$ cat src/rtl/oct_acq_pkg.sv
// Shared definitions for the OCT acquisition path: capture FSM states
// and the default frame geometry also used by the host readout logic.
package oct_acq_pkg;

    typedef enum logic [1:0] {
        IDLE      = 2'd0,
        CAPTURE   = 2'd1,
        FRAME_END = 2'd2
    } aline_state_t;

    localparam int OCT_DATA_W  = 16;
    localparam int OCT_SAMPLES = 1024;
    localparam int OCT_LINES   = 512;

endpackage

$ cat src/rtl/sat_counter.sv
// Saturating up-counter with increment enable and synchronous reset.
module sat_counter #(
    parameter int W = 16
) (
    input  logic         clk,
    input  logic         reset,
    input  logic         inc,
    output logic [W-1:0] count
);

    // Count enabled increments, holding at all-ones once reached.
    always_ff @(posedge clk) begin
        if (reset) begin
            count <= '0;
        end else if (inc && (count != {W{1'b1}})) begin
            count <= count + W'(1);
        end
    end

endmodule

$ cat src/rtl/aline_bank_ctrl.sv
// Ping-pong capture controller: writes each A-line's ADC samples into a
// two-bank frame RAM and swaps banks at frame end only when the host is
// not reading. Frames finishing while the host is busy are dropped.
module aline_bank_ctrl
    import oct_acq_pkg::*;
#(
    parameter int DATA_W  = OCT_DATA_W,
    parameter int SAMPLES = OCT_SAMPLES,
    parameter int LINES   = OCT_LINES,
    parameter int SW      = $clog2(SAMPLES),
    parameter int LW      = $clog2(LINES),
    parameter int DROP_W  = 16
) (
    input  logic              clk,
    input  logic              reset,
    input  logic              sweep_trig,
    input  logic              adc_valid,
    input  logic [DATA_W-1:0] adc_data,
    input  logic              read_busy,
    output logic              ram_we,
    output logic [LW+SW:0]    ram_addr,
    output logic [DATA_W-1:0] ram_wdata,
    output logic              rd_bank,
    output logic              frame_ready,
    output logic [DROP_W-1:0] drop_cnt
);

    aline_state_t  state;
    logic [SW-1:0] sample;
    logic [LW-1:0] line;
    logic          wr_bank;
    logic          busy_d;
    logic          drop_inc;

    // A frame is discarded when it completes while the host still holds its bank.
    assign drop_inc = (state == FRAME_END) && read_busy;

    sat_counter #(
        .W (DROP_W)
    ) u_drop_cnt (
        .clk   (clk),
        .reset (reset),
        .inc   (drop_inc),
        .count (drop_cnt)
    );

    // Capture FSM, registered RAM write port and bank handshake with the host.
    always_ff @(posedge clk) begin
        if (reset) begin
            state       <= IDLE;
            sample      <= '0;
            line        <= '0;
            wr_bank     <= 1'b0;
            rd_bank     <= 1'b1;
            frame_ready <= 1'b0;
            busy_d      <= 1'b1;
            ram_we      <= 1'b0;
            ram_addr    <= '0;
            ram_wdata   <= '0;
        end else begin
            ram_we <= 1'b0;
            busy_d <= read_busy;

            if (read_busy && !busy_d) begin
                frame_ready <= 1'b0;
            end

            case (state)
                IDLE: begin
                    if (sweep_trig) begin
                        sample <= '0;
                        state  <= CAPTURE;
                    end
                end

                CAPTURE: begin
                    if (adc_valid) begin
                        ram_we    <= 1'b1;
                        ram_addr  <= {wr_bank, line, sample};
                        ram_wdata <= adc_data;
                        if (sample == SW'(SAMPLES - 1)) begin
                            sample <= '0;
                            if (line != LW'(LINES - 1)) begin
                                line  <= line + LW'(1);
                                state <= IDLE;
                            end else begin
                                state <= FRAME_END;
                            end
                        end else begin
                            sample <= sample + SW'(1);
                        end
                    end
                end

                FRAME_END: begin
                    if (!read_busy) begin
                        wr_bank     <= ~wr_bank;
                        rd_bank     <= wr_bank;
                        frame_ready <= 1'b1;
                    end
                    line  <= '0;
                    state <= IDLE;
                end

                default: begin
                    state <= IDLE;
                end
            endcase
        end
    end

endmodule

$ cat config.mk
export PLATFORM = sky130hd
export DESIGN_NAME = aline_bank_ctrl
export DESIGN_NICKNAME = d
export VERILOG_FILES = /design/src/rtl/oct_acq_pkg.sv /design/src/rtl/sat_counter.sv /design/src/rtl/aline_bank_ctrl.sv
export SDC_FILE = /design/constraint.sdc
export NUM_CORES = 1
export LEC_CHECK = 0
export BUFFER_PORTS_ARGS = -buffer_cell sky130_fd_sc_hd__buf_4
export CAP_MARGIN = 15
export CORE_ASPECT_RATIO = 0.75
export CORE_UTILIZATION = 45
export DETAILED_ROUTE_END_ITERATION = 8
export GPL_ROUTABILITY_DRIVEN = 0
export GPL_TIMING_DRIVEN = 0
export PLACE_DENSITY = 0.76
export SLEW_MARGIN = 20
export SYNTH_ARGS = -nofsm -noshare
export SYNTH_HDL_FRONTEND = slang
export SYNTH_HIERARCHICAL = 1
export SYNTH_SLANG_ARGS = --single-unit
$ cat constraint.sdc
create_clock -name clk -period 5.1 [get_ports clk]
set_input_delay 1.53 -clock clk [delete_from_list [all_inputs] [get_ports clk]]
set_output_delay 1.53 -clock clk [all_outputs]
set_load 0.005 [all_outputs]
==> metrics.txt, run 1 <==
run status completed; top cells by area, synth dfxtp_1 (47%), nand2_1 (11%), a21oi_1 (7.9%); number of synthesized flops with an enable pin 0; Die ar. 7720 sq um; mean post-synth cell area 8.29 sq um; post-synth cell types 47; htree depth 3; # resized after CTS 0; via/cell ratio 5.37; worst relative slew slack 45.4%; setup TNS 0 ps; initial antenna violation count 0; hold crit path type reg2reg; hpwl dp 5730 um; Antenna Nets Post-Route 0; Critical Path, Cell by Cell buf_4 > mux2i_1 > clkbuf_1 > nor2_1 > a2bb2oi_1 > a21oi_1; area share of the largest cell type after synthesis 47.1%; RSZ-0062 raised after global routing false; Synth Instances 400; max-capacitance violation count 0; crit-path max FO 10; Mapped Area 3310 sq um; FP Rows 26; post-route design area 4180 sq um; Layout Skew 11.3 ps; Die Wd 101 um; global route overflow 0; Final Util 60.1%; IO Port Bufs 74; Core ar. 6960 sq um; final hold violations 0; worst skew pair latency 350 ps; Yosys reg bits 78; Syn. warnings 6; placed cell area 3990 sq um; worst-margin pin slew 811 ps; DRC viols 0; IO Pins 76; most frequent cell after synthesis nand2_1; GRT Util Overall 22.0%; leading area contributor after synthesis dfxtp_1; share of cells above drive strength 1 20.4%; via count 3159; routed length per instance 13.7 um; Worst Slack Setup Final 2350 ps; f_max 363 MHz; drt first pass iters 5; top post-synthesis cells by count nand2_1 (94), dfxtp_1 (78), a21oi_1 (52); Critical Path AT 2940 ps; Die H 76.3 um; minimum hold slack 454 ps; post-synthesis sequential area ratio 47.1%; Pins Over Slew Limit 0; Main synth FF type dfxtp_1; TritonCTS sink count 78; postcts setup bufs 0; synth-to-layout area growth 26.2%; period utilization 54.0%; Peak VDD IR 0.000162 V; slowest CP cell a2bb2oi_1; fin cells 588; Clock Tree Root clkbuf_8; minimum clock period 2750 ps; Final setup viols 0; Bufs on Longest Clock Path 2; # diodes 0; global-route wire length before repair 13400 um; Initial Util 47.6%; initial DRC count 263; cell leakage power 1.56 nW; worst path required time 5290 ps; vias in the first global route 2780; cell family with most CP delay compound AO/OA/AOI/OAI gates; Placed Cells 572; crit start category input port; WP buf/inv 2; asr flop ratio synth 0%; Place WS 2030 ps; final wirelength 8060 um; pin count of the biggest net entering global routing 14; max incr delay on CP 630 ps; clock slew at reported path FFs 70 ps; PwrDens 272 nW/um^2; CP endpoint kind flop; total power 1.14 mW; CTS buffer count 9; syn_nets 425; fin nets 510; # hold bufs at CTS 0; CTS tree done; crit path kind in2reg
==> cell families (layout without fill, tap and decap cells) <==
group / count (synthesis) / count (layout) / share of synthesized area [%]
muxes: 4 / 4 / 1.25
buffers and inverters: 27 / 117 / 3.36
AOI/OAI and AO/OA: 81 / 81 / 14.2
DFF: 78 / 78 / 47.1
xor gates and xnor gates: 10 / 10 / 2.64
adders and majority gates: 4 / 4 / 1.51
and+or+nand+nor: 196 / 196 / 30.0
==> placed cells by master, fill, tap and decap left out, types with 3 or more instances in the layout <==
cell type and n:
a21oi_1 52, or4_1 12, ha_1 4, nor2_1 24, xnor2_1 10, o31ai_1 7, clkinv_2 3, nand3_1 10
dfxtp_1 78, nand2b_1 4, inv_1 5, nor4_1 5, nand4_1 6, buf_4 74, o211ai_1 5, and3_1 4
and4_1 3, nor3_1 8, nand2_1 94, or3_1 4, mux2i_1 3, o41ai_1 3, clkbuf_8 9, nor2b_1 5
o21ai_0 6, clkbuf_1 18
==> metal layers <==
layer | vias to the layer above | track usage (%) | part of all wire [%]
met3 | 11 | 7.52 | 9.5
li1 | 1577 | - | -
met5 | - | 0 | 0
met2 | 123 | 31.2 | 42
met4 | 0 | 7.83 | 1.3
met1 | 1448 | 30.8 | 47
==> sequential cells by signal, indices dropped and copies added (netlist names) <==
name              count
sample               10
busy_d                1
wr_bank               1
line                  9
state                 2
frame_ready           1
ram_addr             20
ram_wdata            16
rd_bank               1
ram_we                1
u_drop_cnt/count     16
==> worst min-delay path, stage by stage, from the launching register on <==
cell	delay, ps
dfxtp_1	310
nand2_1	50
a21oi_1	50
==> layout make-up <==
type	instances	area [sq um]
Fill cell	651	2780
Clock buffer	10	128
Tap cell	98	123
Timing Repair Buffer	74	556
Multi-Input combinational cell	295	1640
Sequential cell	78	1560
Clock inverter	6	62.6
Inverter	5	18.8
Buffer	22	92.6
==> path summary, 6_finish.rpt <==
path,start,endpoint,slack [ps],depth (start not counted)
max reg2reg,line[0],line[5],2460,9
max,sweep_trig,sample[9],2350,6
min reg2reg,ram_addr[8],ram_addr[8],450,2
min,ram_addr[8],ram_addr[8],450,2
==> report_power, final <==
part | switching (mW) | internal, mW | total, mW
Clock | 0.221 | 0.225 | 0.447
Combinational | 0.0400 | 0.0282 | 0.0682
Sequential | 0.00532 | 0.617 | 0.622
Total | 0.266 | 0.871 | 1.14
Note: power is estimated with default switching activity, not from simulation.
==> run 2, diff against run 1 <==
- PLACE_DENSITY: 0.76 -> 0.79
- clock period: 5.1 -> 2.5 ns (I/O delays scaled with it)
==> run 2 against run 1 <==
Global-route usage is 0.82 points higher; design area is 2.1% higher; highest routed layer unchanged; critical path depth is 3 higher; critical path type is now reg2reg; flip-flop and latch count stayed put.
==> metrics.txt, run 2 (synthesized netlist as in run 1, its figures left out) <==
crit path kind reg2reg; via count 3197; CTS buffer count 9; Pins Over Slew Limit 0; WP buf/inv 1; # hold bufs at CTS 0; synth-to-layout area growth 28.9%; Reg power frac 50.4%; # diodes 0; GRT Util Overall 22.8%; Crit Reg-Reg Startpoint line[0]; top flop regs ram_addr: 20 flops, ram_wdata: 16 flops, u_drop_cnt/count: 16 flops; fin cells 591; Antenna Nets Post-Route 0; Die H 76.3 um; # fillers 650; max reg flops 20; fin nets 513; Die ar. 7720 sq um; run status completed; Final setup viols 0; htree depth 3; drt first pass iters 5; RSZ-0062 raised after global routing true; Initial Util 47.6%; IO Pins 76; total power 2.52 mW; slowest CP cell or4_4; crit start category flop; worst path required time 2800 ps; Bufs on Longest Clock Path 2; Core ar. 6960 sq um; sw frac 21.4%; final wirelength 8420 um; most frequent cells in the layout nand2_1 (94), buf_4 (77), dfxtp_1 (76); share of cells above drive strength 1 21.7%; Largest Register ram_addr; Die Wd 101 um; Hold Path Origin busy_d; Clock Tree Root clkbuf_8; IO Port Bufs 74; FP Rows 26; Clk network pwr share 44.0%; clock slew at reported path FFs 80 ps; crit path from line[0]; Critical Path AT 2720 ps; most common cell after layout, fill and taps aside nand2_1; Placed Cells 572; CP endpoint kind flop; global route overflow 0; f_max 413 MHz; crit-path max FO 4; initial antenna violation count 0; global-route wire length before repair 13900 um; via/cell ratio 5.41; worst relative slew slack 40.6%; internal power 1.98 mW; final hold violations 0; combinational share of power 5.6%; pin count of the biggest net entering global routing 13; cell leakage power 1.58 nW; hold crit path type reg2reg; initial DRC count 223; worst-margin pin slew 882 ps; Worst Slack Setup Final 81.4 ps; PwrDens 589 nW/um^2; TritonCTS sink count 78; hpwl dp 5880 um; Place WS -93.5 ps; DRC viols 0; cell family with most CP delay simple AND/OR/NAND/NOR gates; Peak VDD IR 0.000334 V; Final Util 61.4%; minimum clock period 2420 ps; worst skew pair latency 350 ps; max incr delay on CP 460 ps; vias in the first global route 2946; CTS tree done; Critical Path, Cell by Cell ha_4 > and3_4 > and3_1 > ha_2 > nand4b_1 > or4_4 > buf_6 > or4_1 > nand2_1; Layout Skew 7.53 ps; max-capacitance violation count 0; Psw 538 uW; period utilization 96.7%; routed length per instance 14.2 um
-- run 2: cell count changes in the layout (fill, tap and decap cells not counted), sizes merged --
cell / delta
bufinv: +2
clkinv: -4
buf: +3
clkbuf: +2
-- run 2: layout make-up --
type,count,area (sq um),area share [%]
Multi-Input combinational cell,295,1660,38.9
Inverter,5,18.8,0.439
Timing Repair Buffer,77,578,13.5
Clock buffer,12,135,3.16
Sequential cell,78,1570,36.7
Clock inverter,4,95.1,2.23
Tap cell,98,123,2.87
Buffer,22,93.8,2.20
-- run 2: layer usage --
metal | share of wire, % | GRT usage [%] | wire [um]
met4 | 1.7 | 8.70 | 142
met5 | 0 | 0 | 0
met3 | 7.4 | 7.25 | 625
met2 | 44 | 33.5 | 3690
met1 | 47 | 31.2 | 3960
-- run 2: tightest hold or removal path, stage by stage, from the launching register on --
cell     delay, ps
dfxtp_1        300
nand2_1         50
a21oi_1         60
-- run 2: per-stage QoR --
stage	TNS, ps	hold slack, ps	cell area, sq um
after CTS	0	457	4270
final	0	453	4270
after floorplan	0	422	3310
after detailed placement	-127	447	3990
after global placement	-100	427	3990
after global routing	-45.3	477	4270
-- run 2: final timing paths --
kind / cells past startpoint / endpoint / slack, ps
setup reg to reg: 9 / line[5] / 80
setup / recovery: 9 / line[5] / 80
hold reg to reg: 2 / frame_ready / 450
hold / removal: 2 / frame_ready / 450
-- run 2: repair_timing --
item	in CTS	in global routing
setup endpoints to repair	4	11
resized for setup	6	3
buffers inserted	3	0
pin swaps	1	1
-- run 2: power by group through the flow --
stage	Sequential [mW]	Combinational, mW	Clock, mW
after detailed placement	1.30	0.140	0
after floorplan	1.30	0.0713	0
final	1.27	0.141	1.11
after CTS	1.27	0.141	1.13
after global placement	1.30	0.136	0
after global routing	1.27	0.155	1.18
==> run 3, diff against run 2 <==
- HOLD_SLACK_MARGIN: unset -> 0.1
- SKIP_CTS_REPAIR_TIMING: unset -> 1
- SYNTH_HIERARCHICAL: 1 -> unset
==> run 3 against run 2 <==
Sequential power about the same; worst hold slack worse by 4.6 ps; via count down 5.0%; core utilization down 1.5 points; final cell count down 1.4%; flip-flop and latch count unchanged; synthesized area down 0.60%; design area down 2.9%; routed wire length down 7.8%; die area down 0.59%; critical path type unchanged; largest cell class unchanged.
==> metrics.txt, run 3 <==
Final setup viols 0; pin count of the biggest net entering global routing 14; hold crit path type reg2reg; crit path from line[3]; xor-xnor portion of the synthesized cell area 1.86%; drt first pass iters 4; CTS buffer count 9; top cells by area, synth dfxtp_1 (47%), nand2_1 (11%), a21oi_1 (7.6%); setup TNS 0 ps; complex-gate fraction of the synthesized area 13.1%; max reg flops 20; FP Rows 26; most frequent cells in the layout nand2_1 (95), dfxtp_1 (78), buf_4 (75); post-route design area 4150 sq um; post-synthesis mux area share 4.41%; # diodes 0; area share of the largest cell type after synthesis 47.4%; worst path required time 2780 ps; IO Pins 76; RSZ-0062 raised after global routing false; fin nets 505; multi-input combinational cell area 1640 sq um; synth-to-layout area growth 25.9%; max-capacitance violation count 0; global-route wire length before repair 12600 um; Hold Path Origin busy_d; Core ar. 6930 sq um; most frequent cell after synthesis nand2_1; cell leakage power 1.62 nW; Bufs on Longest Clock Path 2; crit-path max FO 9; most common cell after layout, fill and taps aside nand2_1; Antenna Nets Post-Route 0; share of cells above drive strength 1 22.5%; initial DRC count 136; Pins Over Slew Limit 0; largest family of logic cells by synthesized area simple AND/OR/NAND/NOR gates; global route overflow 0; htree depth 3; worst-margin pin slew 889 ps; Layout Skew 8.05 ps; register area 1560 sq um; crit path kind reg2reg; top post-synthesis cells by count nand2_1 (95), dfxtp_1 (78), a21oi_1 (50); crit start category flop; top flop regs ram_addr: 20 flops, ram_wdata: 16 flops, u_drop_cnt.count: 16 flops; worst skew pair latency 350 ps; final hold violations 0; initial antenna violation count 0; CTS tree done; GRT Util Overall 20.9%; Main synth FF type dfxtp_1; post-synthesis simple-gate area fraction 28.9%; clock slew at reported path FFs 80 ps; via/cell ratio 5.21; Mapped Area 3290 sq um; Clock Tree Root clkbuf_8; PwrDens 536 nW/um^2; Die ar. 7670 sq um; vias in the first global route 2745; minimum clock period 2380 ps; Die H 76.1 um; leading area contributor after synthesis dfxtp_1; f_max 421 MHz; IO Port Bufs 75; Peak VDD IR 0.000222 V; hpwl dp 5610 um; syn_nets 419; number of synthesized flops with an enable pin 0; Crit Reg-Reg Startpoint line[3]; post-synthesis sequential area ratio 47.4%; post-synthesis adder-cell area fraction 1.52%; Critical Path AT 2660 ps; worst relative slew slack 40.3%; placed cell area 3980 sq um; Largest Register ram_addr; Synth Instances 394; # fillers 638; mean post-synth cell area 8.36 sq um; Initial Util 47.5%; asr flop ratio synth 0%; Yosys reg bits 78; DRC viols 0; Die Wd 101 um; CP endpoint kind flop; period utilization 95.1%; routed length per instance 13.3 um; post-synth cell types 43; via count 3037; run status completed; final wirelength 7760 um; Syn. warnings 0; TritonCTS sink count 78
-- run 3: cell types whose count changed after synthesis, moves of 5 or more --
cell,before,now
nor2b_1,5,10
or2_2,1,6
or4_1,12,4
nand3_1,10,5
mux2i_1,3,10
-- run 3: critical path: stages (launching register included) --
cell,delay (ps)
dfxtp_1,350
and3_1,210
and3_1,190
and3_1,180
ha_1,200
nand4bb_1,240
nor4_4,470
mux2_2,400
nor2_1,70
-- run 3: worst paths after layout --
| path | to | slack (ps) | cells after the start |
|---|---|---|---|
| setup / recovery | line[0] | 120 | 8 |
| setup reg to reg | line[0] | 120 | 8 |
| hold reg to reg | frame_ready | 450 | 2 |
| hold / removal | frame_ready | 450 | 2 |
-- run 3: cell families (layout without fill, tap and decap cells) --
| logic type | count (synthesis) | in the layout |
|---|---|---|
| AO/OA/AOI/OAI | 75 | 75 |
| XOR/XNOR | 7 | 7 |
| adder cells (fa/ha/maj) | 4 | 4 |
| buffers and inverters | 22 | 113 |
| flip-flops | 78 | 78 |
| multiplexers | 14 | 14 |
| AND/OR/NAND/NOR | 194 | 194 |
-- run 3: final cells by class --
type                            instances  share of cell area (%)
Sequential cell                        78                    37.7
Tap cell                               98                    2.96
Timing Repair Buffer                   75                    13.6
Clock inverter                          6                   0.935
Buffer                                 19                    1.90
Clock buffer                           10                    3.08
Inverter                                3                   0.272
Multi-Input combinational cell        294                    39.6
-- run 3: where the power goes --
part / switching [mW] / internal, mW
sequential: 0.00883 / 1.26
combinational: 0.0817 / 0.0630
clock: 0.454 / 0.357
total: 0.545 / 1.68
-- run 3: metal layers --
layer  track usage, %  share of wire [%]  vias to the layer above
li1                 -                  -                     1543
met2             33.3                 46                       85
met4             6.38                1.1                        0
met3             7.16                7.2                        6
met5                0                  0                        -
met1             26.5                 45                     1403
-- run 3: per-stage QoR --
step	utilization (%)	worst slack, ps	power [mW]	hold WS (ps)	cells
CTS	59.8	134	2.24	451	583
global placement	57.4	204	1.44	426	567
finish	59.8	122	2.22	449	583
floorplan	-	391	1.37	422	394
global route	59.8	10.9	2.32	474	583
detailed placement	57.4	169	1.44	435	567
